### config.mk
export PLATFORM = sky130hd
export DESIGN_NAME = i2c_spi_wb_bridge_flat
export DESIGN_NICKNAME = d
export VERILOG_FILES = /design/src/rtl/i2c_spi_wb_bridge_pkg.sv /design/src/rtl/i2c_spi_wb_bridge_if.sv /design/src/rtl/i2c_spi_wb_bridge_timeout_ctr.sv /design/src/rtl/i2c_spi_wb_bridge.sv /design/src/flat_wrapper.sv
export SDC_FILE = /design/constraint.sdc
export NUM_CORES = 1
export LEC_CHECK = 0
export BUFFER_PORTS_ARGS = -buffer_cell sky130_fd_sc_hd__buf_2
export CELL_PAD_IN_SITES_DETAIL_PLACEMENT = 0
export CELL_PAD_IN_SITES_GLOBAL_PLACEMENT = 1
export CORE_MARGIN = 5
export CORE_UTILIZATION = 34
export CTS_BUF_LIST = sky130_fd_sc_hd__clkbuf_4
export DETAILED_ROUTE_END_ITERATION = 10
export HOLD_SLACK_MARGIN = 0.15
export PLACE_DENSITY = 0.8
export SYNTH_ARGS = -nofsm -noshare
export SYNTH_HDL_FRONTEND = slang
export SYNTH_SLANG_ARGS = --single-unit
### constraint.sdc
create_clock -name wb_clk_i -period 1.8 [get_ports wb_clk_i]
set_clock_uncertainty 0.15 [all_clocks]
set_input_delay 0.27 -clock wb_clk_i [delete_from_list [all_inputs] [get_ports wb_clk_i]]
set_output_delay 0.27 -clock wb_clk_i [all_outputs]
set_load 0.02 [all_outputs]
### src/rtl/i2c_spi_wb_bridge_pkg.sv
// Shared types and constants for the I2C-master to simple_spi Wishbone bridge.
// Holds the FSM/response enums, SPI register indices and STATUS bit positions.
package i2c_spi_wb_bridge_pkg;

   typedef enum logic [1:0] {
      ST_IDLE = 2'd0,
      ST_FWD  = 2'd1,
      ST_RESP = 2'd2,
      ST_REL  = 2'd3
   } state_e;

   typedef enum logic [1:0] {
      RSP_ACK = 2'd0,
      RSP_ERR = 2'd1,
      RSP_RTY = 2'd2
   } resp_e;

   localparam logic [1:0] SPI_SPCR = 2'd0;
   localparam logic [1:0] SPI_SPSR = 2'd1;
   localparam logic [1:0] SPI_SPDR = 2'd2;
   localparam logic [1:0] SPI_SPER = 2'd3;

   localparam int STAT_IRQ_BIT = 0;
   localparam int STAT_TO_BIT  = 1;
   localparam int STAT_CNT_LSB = 4;

   function automatic logic [3:0] sat_inc4(input logic [3:0] v);
      return (v == 4'hF) ? 4'hF : v + 4'h1;
   endfunction

endpackage

### src/rtl/i2c_spi_wb_bridge_if.sv
// Wishbone bundles used by the bridge: 8-bit-address upstream bus from the
// I2C master and 2-bit-address downstream bus to the simple_spi registers.
interface i2c_wbs_if;
   logic [7:0] adr;
   logic [7:0] wdat;
   logic [7:0] rdat;
   logic [3:0] sel;
   logic       we;
   logic       cyc;
   logic       stb;
   logic       ack;
   logic       err;
   logic       rty;

   modport master (output adr, wdat, sel, we, cyc, stb, input rdat, ack, err, rty);
   modport slave  (input adr, wdat, sel, we, cyc, stb, output rdat, ack, err, rty);
endinterface

interface spi_wbm_if;
   logic [1:0] adr;
   logic [7:0] wdat;
   logic [7:0] rdat;
   logic       we;
   logic       cyc;
   logic       stb;
   logic       ack;

   modport master (output adr, wdat, we, cyc, stb, input rdat, ack);
   modport slave  (input adr, wdat, we, cyc, stb, output rdat, ack);
endinterface

### src/rtl/i2c_spi_wb_bridge_timeout_ctr.sv
// Downstream wait counter: cleared on load, counts while enabled, and flags
// expiry once LIMIT cycles have been spent waiting.
module bridge_timeout_ctr
   import i2c_spi_wb_bridge_pkg::*;
#(
   parameter int LIMIT = 255
) (
   input  logic clk,
   input  logic rst,
   input  logic load,
   input  logic en,
   output logic expire
);
   localparam int CW = $clog2(LIMIT + 1);

   logic [CW-1:0] count_r;

   // Wait-cycle counter register.
   always_ff @(posedge clk) begin
      if (rst) begin
         count_r <= '0;
      end else if (load) begin
         count_r <= '0;
      end else if (en) begin
         count_r <= count_r + CW'(1);
      end else begin
         count_r <= count_r;
      end
   end

   assign expire = (count_r == CW'(LIMIT - 1));

endmodule

### src/rtl/i2c_spi_wb_bridge.sv
// Wishbone bridge from the I2C master to the simple_spi register slave, with a
// local STATUS register (sticky SPI interrupt, timeout flag and timeout count).
module i2c_spi_wb_bridge
   import i2c_spi_wb_bridge_pkg::*;
#(
   parameter int         TIMEOUT_CYCLES = 255,
   parameter logic [7:0] SPI_BASE       = 8'h00,
   parameter logic [7:0] STAT_ADDR      = 8'h10
) (
   input  logic      wb_clk_i,
   input  logic      wb_rst_i,
   i2c_wbs_if.slave  wbs,
   spi_wbm_if.master wbm,
   input  logic      spi_inta_i,
   output logic      irq_o
);
   state_e     state_r, state_s;
   resp_e      resp_s;
   logic       accept_s, resp_go_s, fwd_start_s, fwd_stop_s;
   logic       timeout_hit_s, rd_cap_s, stat_rd_s, stat_wr_s, to_expire_s;
   logic       hit_spi_s, hit_stat_s;
   logic [7:0] clr_s, status_s, status_r, rdat_r;
   logic       ack_r, err_r, rty_r, irq_r;
   logic       wbm_cyc_r, wbm_stb_r, wbm_we_r;
   logic [1:0] wbm_adr_r;
   logic [7:0] wbm_dat_r;

   assign hit_spi_s  = (wbs.adr[7:2] == SPI_BASE[7:2]);
   assign hit_stat_s = (wbs.adr == STAT_ADDR);

   bridge_timeout_ctr #(.LIMIT(TIMEOUT_CYCLES)) u_timeout (
      .clk    (wb_clk_i),
      .rst    (wb_rst_i),
      .load   (fwd_start_s),
      .en     (state_r == ST_FWD),
      .expire (to_expire_s)
   );

   // Next-state and per-cycle control decisions.
   always_comb begin
      state_s       = state_r;
      resp_s        = RSP_ACK;
      accept_s      = 1'b0;
      resp_go_s     = 1'b0;
      fwd_start_s   = 1'b0;
      fwd_stop_s    = 1'b0;
      timeout_hit_s = 1'b0;
      rd_cap_s      = 1'b0;
      stat_rd_s     = 1'b0;
      stat_wr_s     = 1'b0;
      case (state_r)
         ST_IDLE: begin
            if (wbs.cyc && wbs.stb) begin
               accept_s = 1'b1;
               if (!wbs.sel[0]) begin
                  state_s   = ST_RESP;
                  resp_go_s = 1'b1;
                  resp_s    = RSP_ERR;
               end else if (hit_spi_s) begin
                  state_s     = ST_FWD;
                  fwd_start_s = 1'b1;
               end else if (hit_stat_s) begin
                  state_s   = ST_RESP;
                  resp_go_s = 1'b1;
                  resp_s    = RSP_ACK;
                  stat_rd_s = !wbs.we;
                  stat_wr_s = wbs.we;
               end else begin
                  state_s   = ST_RESP;
                  resp_go_s = 1'b1;
                  resp_s    = RSP_ERR;
               end
            end else begin
               state_s = ST_IDLE;
            end
         end
         ST_FWD: begin
            // Upstream abandon beats ack, and ack beats a simultaneous expiry.
            if (!wbs.cyc) begin
               state_s    = ST_IDLE;
               fwd_stop_s = 1'b1;
            end else if (wbm.ack) begin
               state_s    = ST_RESP;
               resp_go_s  = 1'b1;
               resp_s     = RSP_ACK;
               fwd_stop_s = 1'b1;
               rd_cap_s   = !wbm_we_r;
            end else if (to_expire_s) begin
               state_s       = ST_RESP;
               resp_go_s     = 1'b1;
               resp_s        = RSP_RTY;
               fwd_stop_s    = 1'b1;
               timeout_hit_s = 1'b1;
            end else begin
               state_s = ST_FWD;
            end
         end
         ST_RESP: begin
            state_s = ST_REL;
         end
         ST_REL: begin
            if (!wbs.stb || !wbs.cyc) begin
               state_s = ST_IDLE;
            end else begin
               state_s = ST_REL;
            end
         end
         default: begin
            state_s = ST_IDLE;
         end
      endcase
   end

   // Sets are applied after the W1C mask so a coincident set survives.
   assign clr_s       = stat_wr_s ? wbs.wdat : 8'h00;
   assign status_s[0] = spi_inta_i | (status_r[STAT_IRQ_BIT] & ~clr_s[0]);
   assign status_s[1] = timeout_hit_s | (status_r[STAT_TO_BIT] & ~clr_s[1]);
   assign status_s[3:2] = 2'b00;
   assign status_s[7:4] = timeout_hit_s ? sat_inc4(status_r[STAT_CNT_LSB +: 4])
                                        : (status_r[STAT_CNT_LSB +: 4] & ~clr_s[7:4]);

   // FSM state, upstream termination/data and STATUS registers.
   always_ff @(posedge wb_clk_i) begin
      if (wb_rst_i) begin
         state_r  <= ST_IDLE;
         ack_r    <= 1'b0;
         err_r    <= 1'b0;
         rty_r    <= 1'b0;
         rdat_r   <= 8'h00;
         status_r <= 8'h00;
         irq_r    <= 1'b0;
      end else begin
         state_r  <= state_s;
         ack_r    <= resp_go_s && (resp_s == RSP_ACK);
         err_r    <= resp_go_s && (resp_s == RSP_ERR);
         rty_r    <= resp_go_s && (resp_s == RSP_RTY);
         status_r <= status_s;
         irq_r    <= status_r[STAT_IRQ_BIT];
         if (accept_s) begin
            rdat_r <= stat_rd_s ? status_r : 8'h00;
         end else if (rd_cap_s) begin
            rdat_r <= wbm.rdat;
         end else begin
            rdat_r <= rdat_r;
         end
      end
   end

   // Downstream request registers, loaded on forward and cleared on stop.
   always_ff @(posedge wb_clk_i) begin
      if (wb_rst_i || fwd_stop_s) begin
         wbm_cyc_r <= 1'b0;
         wbm_stb_r <= 1'b0;
         wbm_we_r  <= 1'b0;
         wbm_adr_r <= 2'd0;
         wbm_dat_r <= 8'h00;
      end else if (fwd_start_s) begin
         wbm_cyc_r <= 1'b1;
         wbm_stb_r <= 1'b1;
         wbm_we_r  <= wbs.we;
         wbm_adr_r <= wbs.adr[1:0] - SPI_BASE[1:0];
         wbm_dat_r <= wbs.wdat;
      end else begin
         wbm_cyc_r <= wbm_cyc_r;
         wbm_stb_r <= wbm_stb_r;
         wbm_we_r  <= wbm_we_r;
         wbm_adr_r <= wbm_adr_r;
         wbm_dat_r <= wbm_dat_r;
      end
   end

   assign wbs.ack  = ack_r;
   assign wbs.err  = err_r;
   assign wbs.rty  = rty_r;
   assign wbs.rdat = rdat_r;
   assign wbm.cyc  = wbm_cyc_r;
   assign wbm.stb  = wbm_stb_r;
   assign wbm.we   = wbm_we_r;
   assign wbm.adr  = wbm_adr_r;
   assign wbm.wdat = wbm_dat_r;
   assign irq_o    = irq_r;

endmodule
### src/flat_wrapper.sv
// flat-port wrapper written by rule: the top's interface ports become plain ports
module i2c_spi_wb_bridge_flat import i2c_spi_wb_bridge_pkg::*;
#(
   parameter int         TIMEOUT_CYCLES = 255,
   parameter logic [7:0] SPI_BASE       = 8'h00,
   parameter logic [7:0] STAT_ADDR      = 8'h10
)
  (wb_clk_i, wb_rst_i, spi_inta_i, irq_o, wbs_adr, wbs_wdat, wbs_sel, wbs_we, wbs_cyc, wbs_stb, wbs_rdat, wbs_ack, wbs_err, wbs_rty, wbm_adr, wbm_wdat, wbm_we, wbm_cyc, wbm_stb, wbm_rdat, wbm_ack);
  i2c_wbs_if wbs_i ();
  spi_wbm_if wbm_i ();
  input  logic wb_clk_i;
  input  logic wb_rst_i;
  input  logic spi_inta_i;
  output logic irq_o;
  input wire logic [$bits(wbs_i.adr)-1:0] wbs_adr;
  input wire logic [$bits(wbs_i.wdat)-1:0] wbs_wdat;
  input wire logic [$bits(wbs_i.sel)-1:0] wbs_sel;
  input wire logic [$bits(wbs_i.we)-1:0] wbs_we;
  input wire logic [$bits(wbs_i.cyc)-1:0] wbs_cyc;
  input wire logic [$bits(wbs_i.stb)-1:0] wbs_stb;
  output wire logic [$bits(wbs_i.rdat)-1:0] wbs_rdat;
  output wire logic [$bits(wbs_i.ack)-1:0] wbs_ack;
  output wire logic [$bits(wbs_i.err)-1:0] wbs_err;
  output wire logic [$bits(wbs_i.rty)-1:0] wbs_rty;
  output wire logic [$bits(wbm_i.adr)-1:0] wbm_adr;
  output wire logic [$bits(wbm_i.wdat)-1:0] wbm_wdat;
  output wire logic [$bits(wbm_i.we)-1:0] wbm_we;
  output wire logic [$bits(wbm_i.cyc)-1:0] wbm_cyc;
  output wire logic [$bits(wbm_i.stb)-1:0] wbm_stb;
  input wire logic [$bits(wbm_i.rdat)-1:0] wbm_rdat;
  input wire logic [$bits(wbm_i.ack)-1:0] wbm_ack;
  assign wbs_i.adr = wbs_adr;
  assign wbs_i.wdat = wbs_wdat;
  assign wbs_i.sel = wbs_sel;
  assign wbs_i.we = wbs_we;
  assign wbs_i.cyc = wbs_cyc;
  assign wbs_i.stb = wbs_stb;
  assign wbs_rdat = wbs_i.rdat;
  assign wbs_ack = wbs_i.ack;
  assign wbs_err = wbs_i.err;
  assign wbs_rty = wbs_i.rty;
  assign wbm_adr = wbm_i.adr;
  assign wbm_wdat = wbm_i.wdat;
  assign wbm_we = wbm_i.we;
  assign wbm_cyc = wbm_i.cyc;
  assign wbm_stb = wbm_i.stb;
  assign wbm_i.rdat = wbm_rdat;
  assign wbm_i.ack = wbm_ack;
  i2c_spi_wb_bridge #(.TIMEOUT_CYCLES(TIMEOUT_CYCLES), .SPI_BASE(SPI_BASE), .STAT_ADDR(STAT_ADDR)) u_core (.wb_clk_i(wb_clk_i), .wb_rst_i(wb_rst_i), .wbs(wbs_i), .wbm(wbm_i), .spi_inta_i(spi_inta_i), .irq_o(irq_o));
endmodule
==> results.json, run 1 <==
{
  "power_switching_mw": 0.442,
  "die_x_um": 82.5,
  "syn_nets": 248,
  "drc": 0,
  "clkPwrFrac_pct": 26.7,
  "max_stage_delay_ps": 540,
  "clockBufferDepth": 2,
  "cp.arrival_ps": 1810,
  "outcome": "finished, final reports clean",
  "synth_cell_types": 38,
  "rr_startpoint": "u_core.state_r[1]",
  "switching_share_pct": 27.1,
  "grt_overflow_total": 0,
  "wl_per_cell_um": 12.6,
  "synth_area_leader_cell": "dfxtp_1",
  "endpoint_kind": "flip-flop",
  "ir_drop_v": 0.000292,
  "ys_top_cells_by_area": "dfxtp_1 45%, nand2_1 6.7%, nor2_1 4.6%",
  "pin_count": 60,
  "final_max_slew_viol_count": 0,
  "reg2reg_depth": 5,
  "r2r-end": "u_core.status_r[7]",
  "cts_tree": "done",
  "cts_buffers": 5,
  "cp_cell_sequence": "buf_2 > dlygate4sd3_1 > buf_4 > nor4bb_2 > nand4_1 > o211ai_1 > o21ai_0",
  "final_area_um2": 2590,
  "pwr-share-comb_pct": 16.4,
  "clk_root_buffer_cell": "clkbuf_4",
  "fin_crit_sh_pct": 95.7,
  "grt_pass1_wl_mm": 7.82,
  "avgSynthCellArea_um2": 8.51,
  "die_height_um": 82.5,
  "syn_inst": 210,
  "multi_input_area_um2": 948,
  "power_density_nw_per_um2": 628,
  "hold_slack_ps": 175,
  "drive_gt1_share_pct": 32.6,
  "postPlaceCellArea_um2": 2240,
  "regArea_um2": 803,
  "fmax_ghz": 0.580,
  "first_global_vias": 1747,
  "die_area_um2": 6810,
  "max_slew_margin_pct": 69.0,
  "drtAntennaViolNets": 0,
  "ys_seq_elements": 40,
  "vias": 1809,
  "tightest_slew_ps": 459,
  "coreArea_um2": 5110,
  "crit_required_ps": 1890,
  "start_kind": "input port",
  "synth_top_area_share_pct": 44.8,
  "worstSetupStartpoint": "wbs_we",
  "hold_depth": 3,
  "place_congestion": 0.787,
  "yosysWarnings": 0,
  "clock_sink_count": 40,
  "mostFrequentLayoutCells": "56 x buf_2, 38 x dfxtp_1, 32 x nand2_1",
  "p_leak_nw": 1.12,
  "path_class": "in -> reg",
  "maxCapViolCount": 0,
  "initial_core_util_pct": 35.0,
  "h-tree-depth": 2,
  "period_needed_ps": 1720,
  "vias_per_cell": 4.80,
  "seq_area_frac_synth_pct": 44.8,
  "fill_cells": 508,
  "dr.pass1.iters": 4,
  "layout_commonest_cell": "buf_2",
  "p_int_mw": 1.19,
  "setup_viol_count_final": 0,
  "cp_max_fo": 5,
  "drt_iter0_markers": 66,
  "dp_hpwl_mm": 3.51,
  "rows": 26,
  "p_total_mw": 1.63,
  "nNetsFinal": 345,
  "synth_area_um2": 1790,
  "pwr-share-seq_pct": 56.9,
  "insertion_delay_ps": 340,
  "antenna_found_initial": 0,
  "hold_end": "u_core.state_r[1]",
  "place.port_buffers": 56,
  "cts.clk_slew.worst_paths_ps": 120,
  "grt_max_degree": 13,
  "diodes": 0,
  "rrSetupSlack_ps": 90,
  "rsz0062_at_grt": "true",
  "crit_path_top_delay_cell": "dlygate4sd3_1",
  "hp-start": "wbs_cyc",
  "grtUsageTotal_pct": 14.8,
  "hold_viol": 0,
  "area_growth_pct": 45.1,
  "totalWireLength_mm": 4.77,
  "hp-class": "in -> reg"
}
-- cell type report --
| class | count | area share [%] |
|---|---|---|
| repair buffers | 100 | 25.9 |
| well taps | 70 | 3.38 |
| inverters | 9 | 1.30 |
| clock buffers | 5 | 1.45 |
| flip-flops and latches | 40 | 31.0 |
| multi-input cells | 151 | 36.5 |
| clock inverters | 2 | 0.482 |
-- registers in the layout (all words and copies together) (netlist names) --
name                      count
u_core.wbs.rdat               8
u_core.state_r                2
u_core.status_r               6
u_core.wbs.err                1
u_core.wbs.rty                1
u_core.wbs.ack                1
u_core.wbm.adr                2
u_core.wbm.cyc                1
u_core.u_timeout.count_r      8
u_core.wbm.wdat               8
u_core.irq_o                  1
u_core.wbm.we                 1
-- timing repair --
| action | in CTS | in global routing |
|---|---|---|
| gates resized for setup | 2 | 9 |
| buffers inserted | 0 | 3 |
| setup endpoints to repair | 6 | 14 |
| pin swaps | 0 | 3 |
| hold endpoints to repair | 28 | 0 |
| hold buffers | 23 | 0 |
-- metal layers --
layer	wire [µm]	vias to the layer above	GRT usage, %	share of wire (%)
li1	-	942	-	-
met1	2300	817	19.3	48
met2	2170	44	23.6	45
met3	238	6	3.58	5.0
met4	61	0	5.56	1.3
met5	0	-	0	0
-- kinds of logic after synthesis --
family | after synthesis | synth area share [%]
flip-flops | 40 | 44.8
multiplexers | 3 | 1.68
AO/OA/AOI/OAI | 47 | 16.1
XOR/XNOR | 7 | 3.43
buffers and inverters | 19 | 4.76
AND/OR/NAND/NOR | 91 | 27.2
adder cells (fa/ha/maj) | 3 | 2.10
-- per-stage QoR --
step	cells	setup WS (ps)	TNS (ps)	util, %
2_1_floorplan	210	-87.7	-1360	-
3_3_place_gp	344	-228	-5090	43.9
3_5_place_dp	344	-239	-5310	43.9
4_1_cts	374	3.29	0	49.5
5_1_grt	377	-30.1	-48.8	50.8
6_report	377	76.8	0	50.8
-- power groups by stage --
| stage | combinational (mW) | clock, mW | sequential, mW |
|---|---|---|---|
| after global routing | 0.293 | 0.486 | 0.931 |
| after global placement | 0.212 | 0 | 0.943 |
| after floorplan | 0.0900 | 0 | 0.961 |
| after CTS | 0.253 | 0.455 | 0.925 |
| final | 0.267 | 0.435 | 0.928 |
| after detailed placement | 0.213 | 0 | 0.944 |
-- cell usage after synthesis --
cell and n:
nand4_1 5, buf_4 1, or4b_2 1, and3_1 2
a31oi_1 7, nor4bb_1 3, nand3_1 6, o21ai_0 13
o211ai_1 5, or4_4 1, a31o_2 1, or2_2 1
or4b_4 1, ha_1 3, and4_1 1, nor2_1 22
nor2b_1 3, buf_2 2, nand3b_1 2, xnor2_1 3
a211oi_1 2, nor4_4 1, dfxtp_1 40, inv_1 9
xor2_1 4, nor4_2 1, nand2b_1 1, a221oi_1 6
a21oi_1 13, clkbuf_1 6, buf_6 1, nor3_1 4
nor4b_1 1, nand2_1 32, nor4_1 1, nand4b_1 1
mux2i_1 3, nand4bb_1 1
-- worst max-delay path by stage --
stage | to | slack (ps)
2_1_floorplan | u_core.u_timeout.count_r[1] | -90
6_report | u_core.status_r[7] | 80
3_3_place_gp | u_core.u_timeout.count_r[1] | -230
4_1_cts | u_core.status_r[7] | 3
5_1_grt | u_core.status_r[7] | -30
3_5_place_dp | u_core.u_timeout.count_r[1] | -240
-- worst max-delay path: cells and delay by family --
| kind | cells | cell delay, ps |
|---|---|---|
| buffers and inverters | 3 | 730 |
| AND/OR/NAND/NOR | 2 | 470 |
| AO/OA/AOI/OAI | 2 | 350 |
Note: power is estimated with default switching activity, not from simulation.
==> inputs of run 2 (changes only) <==
--- a/config.mk
+++ b/config.mk
@@ -14,6 +14,7 @@
 export DETAILED_ROUTE_END_ITERATION = 10
 export HOLD_SLACK_MARGIN = 0.15
 export PLACE_DENSITY = 0.8
+export RECOVER_POWER = 25
 export SYNTH_ARGS = -nofsm -noshare
 export SYNTH_HDL_FRONTEND = slang
 export SYNTH_SLANG_ARGS = --single-unit
==> run 2 against run 1 <==
Cell count unchanged; critical path depth unchanged; total power down 0.18%.
==> results.json, run 2 (synthesized netlist as in run 1, its figures left out) <==
{
  "final_max_slew_viol_count": 0,
  "r2r-end": "u_core.status_r[7]",
  "start_kind": "input port",
  "outcome": "finished, final reports clean",
  "die_x_um": 82.5,
  "place_congestion": 0.787,
  "grt_overflow_total": 0,
  "cp.arrival_ps": 1820,
  "first_global_vias": 1747,
  "die_area_um2": 6810,
  "grtUsageTotal_pct": 14.8,
  "fill_cells": 516,
  "clock_sink_count": 40,
  "hold_viol": 0,
  "maxCapViolCount": 0,
  "grt_pass1_wl_mm": 7.82,
  "max_slew_margin_pct": 69.0,
  "totalWireLength_mm": 4.77,
  "fmax_ghz": 0.577,
  "setup_viol_count_final": 0,
  "grt_max_degree": 13,
  "rr_startpoint": "u_core.state_r[1]",
  "p_total_mw": 1.63,
  "worst_slack_ps": 67.9,
  "hold_end": "u_core.state_r[1]",
  "vias_per_cell": 4.79,
  "clk_root_buffer_cell": "clkbuf_4",
  "place.port_buffers": 56,
  "p_leak_nw": 1.06,
  "wl_per_cell_um": 12.6,
  "hold_depth": 3,
  "tightest_slew_ps": 459,
  "cp_max_fo": 5,
  "power_density_nw_per_um2": 632,
  "h-tree-depth": 2,
  "pin_count": 60,
  "insertion_delay_ps": 340,
  "cts.clk_slew.worst_paths_ps": 120,
  "antenna_found_initial": 0,
  "rows": 26,
  "hp-start": "wbs_cyc",
  "dr.pass1.iters": 4,
  "drt_iter0_markers": 62,
  "tns_ps": 0,
  "diodes": 0,
  "cp_cell_sequence": "buf_2 > dlygate4sd3_1 > buf_4 > nor4bb_2 > nand4_1 > o211ai_1 > o21ai_0",
  "regArea_um2": 803,
  "coreArea_um2": 5110,
  "die_height_um": 82.5,
  "drtAntennaViolNets": 0,
  "path_class": "in -> reg",
  "fin_crit_sh_pct": 96.2,
  "crit_required_ps": 1890,
  "hp-class": "in -> reg",
  "rsz0062_at_grt": "true",
  "finalNonFillerCells": 377,
  "layout_commonest_cell": "buf_2",
  "cts_tree": "done",
  "drive_gt1_share_pct": 27.7,
  "dp_hpwl_mm": 3.51,
  "dpl.cell_count": 344,
  "area_growth_pct": 43.9,
  "max_stage_delay_ps": 540,
  "crit_path_top_delay_cell": "dlygate4sd3_1",
  "initial_core_util_pct": 35.0,
  "vias": 1806,
  "rrSetupSlack_ps": 80,
  "clockBufferDepth": 2,
  "mostFrequentLayoutCells": "42 x buf_2, 38 x dfxtp_1, 32 x nand2_1",
  "ir_drop_v": 0.000292,
  "cts_buffers": 5,
  "reg2reg_depth": 5,
  "multi_input_area_um2": 948,
  "place_ws_ps": -239,
  "period_needed_ps": 1730,
  "nNetsFinal": 345,
  "endpoint_kind": "flip-flop",
  "drc": 0
}
## run 2: cell count changes in the layout (fill, tap and decap cells not counted), sizes merged
cell,delta
clkbuf,+15
buf,-15
## run 2: timing repair
item / CTS / global route
endpoints found under the setup margin: 6 / 14
pin swaps: 0 / 3
hold endpoints to repair: 28 / 0
setup buffers: 0 / 3
gates resized for setup: 2 / 9
hold buffers: 23 / 0
## run 2: through the flow
| stage | cell area [µm²] | utilization (%) | hold slack [ps] |
|---|---|---|---|
| 2_1_floorplan | 1790 | - | 260 |
| 3_3_place_gp | 2240 | 43.9 | 287 |
| 3_5_place_dp | 2240 | 43.9 | 293 |
| 4_1_cts | 2530 | 49.5 | 154 |
| 5_1_grt | 2570 | 50.4 | 189 |
| 6_report | 2570 | 50.4 | 180 |
## run 2: worst max path at each step
stage,slack [ps],cells after the start,end,start
after floorplan,-90,4,u_core.u_timeout.count_r[1],wbs_adr[3]
after global placement,-230,5,u_core.u_timeout.count_r[1],wbs_adr[3]
after detailed placement,-240,5,u_core.u_timeout.count_r[1],wbs_adr[3]
after CTS,3,5,u_core.status_r[7],u_core.state_r[1]
after global routing,-30,5,u_core.status_r[7],u_core.state_r[0]
final,70,7,u_core.status_r[7],wbs_we
## run 2: final cells by class
type | count | area share (%)
Tap cell | 70 | 3.40
Clock inverter | 2 | 0.486
Sequential cell | 40 | 31.2
Clock buffer | 5 | 1.46
Timing Repair Buffer | 100 | 25.3
Inverter | 9 | 1.31
Multi-Input combinational cell | 151 | 36.8
## run 2: routing by layer
metal | wire (µm) | share of wire (%) | vias up | track usage, %
li1 | - | - | 943 | -
met2 | 2160 | 45 | 44 | 23.6
met5 | 0 | 0 | - | 0
met4 | 61 | 1.3 | 0 | 5.56
met1 | 2310 | 48 | 813 | 19.3
met3 | 241 | 5.1 | 6 | 3.58
## run 2: power by group
part | total (mW) | leakage (nW) | internal (mW) | switching [mW]
sequential | 0.928 | 0.325 | 0.909 | 0.0187
combinational | 0.264 | 0.705 | 0.132 | 0.132
clock | 0.435 | 0.0271 | 0.143 | 0.292
total | 1.63 | 1.06 | 1.18 | 0.443
## run 2: worst max-delay path: cells and delay by family
kind / cells / cell delay, ps
buffers and inverters: 3 / 730
AND/OR/NAND/NOR: 2 / 470
AO/OA/AOI/OAI: 2 / 350
==> inputs of run 3 (changes only) <==
--- a/config.mk
+++ b/config.mk
@@ -8,13 +8,15 @@
 export BUFFER_PORTS_ARGS = -buffer_cell sky130_fd_sc_hd__buf_2
 export CELL_PAD_IN_SITES_DETAIL_PLACEMENT = 0
 export CELL_PAD_IN_SITES_GLOBAL_PLACEMENT = 1
+export CORE_ASPECT_RATIO = 1.25
 export CORE_MARGIN = 5
 export CORE_UTILIZATION = 34
 export CTS_BUF_LIST = sky130_fd_sc_hd__clkbuf_4
 export DETAILED_ROUTE_END_ITERATION = 10
 export HOLD_SLACK_MARGIN = 0.15
-export PLACE_DENSITY = 0.8
+export PLACE_DENSITY = 0.79
 export RECOVER_POWER = 25
 export SYNTH_ARGS = -nofsm -noshare
 export SYNTH_HDL_FRONTEND = slang
+export SYNTH_HIERARCHICAL = 1
 export SYNTH_SLANG_ARGS = --single-unit
==> run 3 against run 2 <==
Sequential power down 1%; setup slack better by 61 ps; total power increased by 16%; design area fell by 1.2%; clock power grew 65%; clock-buffer cell count stayed put; non-clock buffer count down 8; global-route usage decreased by 0.52 points; fmax rose by 3.7%; first-iteration DRC count down 37%; core utilization shrank 1.0 points; area after synthesis is 2.0% higher; critical endpoint is now u_core/wbm.we; largest power group unchanged; highest routed layer unchanged.
==> results.json, run 3 <==
{
  "utilization_pct": 49.3,
  "synth_top_family_by_area": "simple AND/OR/NAND/NOR gates",
  "insertion_delay_ps": 350,
  "drt-met1-wl_mm": 2.07,
  "ir_drop_v": 0.000322,
  "synth-compound-area-share_pct": 17.3,
  "drtAntennaViolNets": 0,
  "mostFrequentLayoutCells": "43 x buf_2, 39 x dfxtp_1, 29 x nand2_1",
  "ys_seq_elements": 40,
  "grtUsageTotal_pct": 14.3,
  "endpoint_kind": "flip-flop",
  "drc": 0,
  "p_total_mw": 1.88,
  "hold_viol": 0,
  "rows": 29,
  "initial_core_util_pct": 35.4,
  "max_stage_delay_ps": 640,
  "tightest_slew_ps": 434,
  "synth-main-ff-cell": "dfxtp_1",
  "area_growth_pct": 39.5,
  "syn_inst": 209,
  "die_height_um": 91.9,
  "crit_path_top_delay_cell": "or4_4",
  "die_x_um": 75.5,
  "cts_setup_buffers": 0,
  "p_leak_nw": 1.03,
  "synth_xor_area_share_pct": 1.92,
  "synth_area_um2": 1820,
  "synth-simple-area-share_pct": 27.9,
  "synth-edff-count": 0,
  "dr.pass1.iters": 4,
  "async_reset_ff_share_pct": 0,
  "outcome": "finished, final reports clean",
  "cp_max_fo": 12,
  "final_max_slew_viol_count": 0,
  "totalWireLength_mm": 4.63,
  "hp-class": "in -> reg",
  "diodes": 0,
  "rr_startpoint": "u_core/u_timeout/count_r[0]",
  "hold_end": "u_core/state_r[0]",
  "vias": 1759,
  "drt_iter0_markers": 39,
  "h-tree-depth": 2,
  "nNetsFinal": 334,
  "maxCapViolCount": 0,
  "cts.clk_slew.worst_paths_ps": 110,
  "grt_max_degree": 23,
  "muxShareOfSynthArea_pct": 2.20,
  "synth-adder-area-share_pct": 2.06,
  "grt_pass1_wl_mm": 7.85,
  "crit_required_ps": 1880,
  "pin_count": 60,
  "rrSetupSlack_ps": 130,
  "synth_top_area_share_pct": 43.9,
  "cts_buffers": 5,
  "synthTopCellsByCount": "40 x dfxtp_1, 29 x nand2_1, 23 x a21oi_1, 20 x nor2_1, 10 x nor3_1",
  "layout_commonest_cell": "buf_2",
  "dr.max_layer_used": "met4",
  "antenna_found_initial": 0,
  "r2r-end": "u_core/status_r[6]",
  "synth_cell_types": 45,
  "die_area_um2": 6940,
  "path_class": "in -> reg",
  "period_needed_ps": 1670,
  "clk_root_buffer_cell": "clkbuf_4",
  "yosysWarnings": 6,
  "syn_nets": 247,
  "start_kind": "input port",
  "wl_met2_mm": 2.23,
  "first_global_vias": 1749,
  "hold_depth": 4,
  "wl_per_cell_um": 12.9,
  "clockBufferDepth": 2,
  "coreArea_um2": 5150,
  "dp_hpwl_mm": 3.53,
  "synth_area_leader_cell": "dfxtp_1",
  "hp-start": "wbm_ack",
  "grt_overflow_total": 0,
  "cts_tree": "done",
  "yosysMostFrequentCell": "dfxtp_1",
  "setup_viol_count_final": 0,
  "wl_met3_um": 260,
  "clock_sink_count": 40,
  "cp_common_cell": "or4_4",
  "drive_gt1_share_pct": 29.4,
  "cp_cell_sequence": "buf_2 > or4_4 > or4_4 > nand2_1 > a21oi_1",
  "vias_per_cell": 4.91,
  "cp.arrival_ps": 1750,
  "fmax_ghz": 0.599,
  "power_density_nw_per_um2": 740,
  "place_congestion": 0.728,
  "place.port_buffers": 56,
  "max_slew_margin_pct": 71.1,
  "ys_top_cells_by_area": "dfxtp_1 44%, a21oi_1 6.3%, nand2_1 6.0%",
  "fin_crit_sh_pct": 92.8,
  "seq_area_frac_synth_pct": 43.9,
  "avgSynthCellArea_um2": 8.72,
  "reg2reg_depth": 7,
  "rsz0062_at_grt": "true"
}
==> run 3: changes by cell type after synthesis, sizes merged, moves of 4 or more <==
cell	change
inv	-5
o31a	+6
nor3	+6
a221oi	-6
a21oi	+10
a31oi	-5
o21ai	-8
o211ai	-4
==> run 3: area by class of cell <==
cell class	count	area (µm²)
Fill cell	531	2610
Multi-Input combinational cell	153	965
Sequential cell	40	802
Timing Repair Buffer	92	586
Tap cell	62	77.6
Clock inverter	2	60.1
Clock buffer	5	37.5
Inverter	4	15.0
==> run 3: power by group <==
| part | switching (mW) | internal, mW | leakage, nW | total, mW |
|---|---|---|---|---|
| sequential | 0.00991 | 0.907 | 0.325 | 0.917 |
| combinational | 0.128 | 0.119 | 0.656 | 0.248 |
| clock | 0.293 | 0.425 | 0.0513 | 0.718 |
==> run 3: cell families (layout without fill, tap and decap cells) <==
logic type	after synthesis	count (layout)
buffers and inverters	16	103
XOR/XNOR	4	4
AND/OR/NAND/NOR	94	94
AO/OA/AOI/OAI	48	48
multiplexers	4	4
flip-flops	40	40
adder cells (fa/ha/maj)	3	3
==> run 3: worst max-delay path by stage <==
stage / cells after the start / slack (ps) / end / startpoint
2_1_floorplan: 6 / -180 / u_core/wbm.we / wbs_adr[3]
3_3_place_gp: 5 / -240 / u_core/wbm.wdat[5] / wbs_adr[3]
3_5_place_dp: 5 / -260 / u_core/wbm.adr[0] / wbs_adr[3]
4_1_cts: 5 / 8 / u_core/status_r[6] / u_core/u_timeout/count_r[4]
5_1_grt: 7 / -40 / u_core/status_r[7] / u_core/u_timeout/count_r[0]
6_report: 5 / 130 / u_core/wbm.we / wbs_adr[3]
==> run 3: repair_timing <==
| item | 4_1_cts | 5_1_grt |
|---|---|---|
| gates resized for setup | 0 | 9 |
| hold buffers | 14 | 0 |
| setup endpoints to repair | 0 | 23 |
| hold endpoints to repair | 19 | 0 |
==> run 3: metal layers <==
metal  GRT usage [%]  up-vias
met5               0        -
met4            4.81        0
met3            3.72        6
met2            24.1       41
met1            17.1      790
li1                -      922
==> run 3: worst max-delay path: cells and delay by family <==
kind / cells / cell delay (ps)
AND/OR/NAND/NOR: 3 / 1330
buffers and inverters: 1 / 100
AO/OA/AOI/OAI: 1 / 60
==> run 3: per-stage QoR <==
step | instances | area [µm²] | TNS [ps] | hold WS [ps] | setup WS, ps
floorplan | 209 | 1830 | -2820 | 203 | -183
global placement | 337 | 2290 | -6430 | 286 | -242
detailed placement | 337 | 2290 | -6600 | 290 | -259
CTS | 358 | 2530 | 0 | 173 | 8.13
global route | 358 | 2540 | -85.6 | 180 | -38.4
finish | 358 | 2540 | 0 | 180 | 129
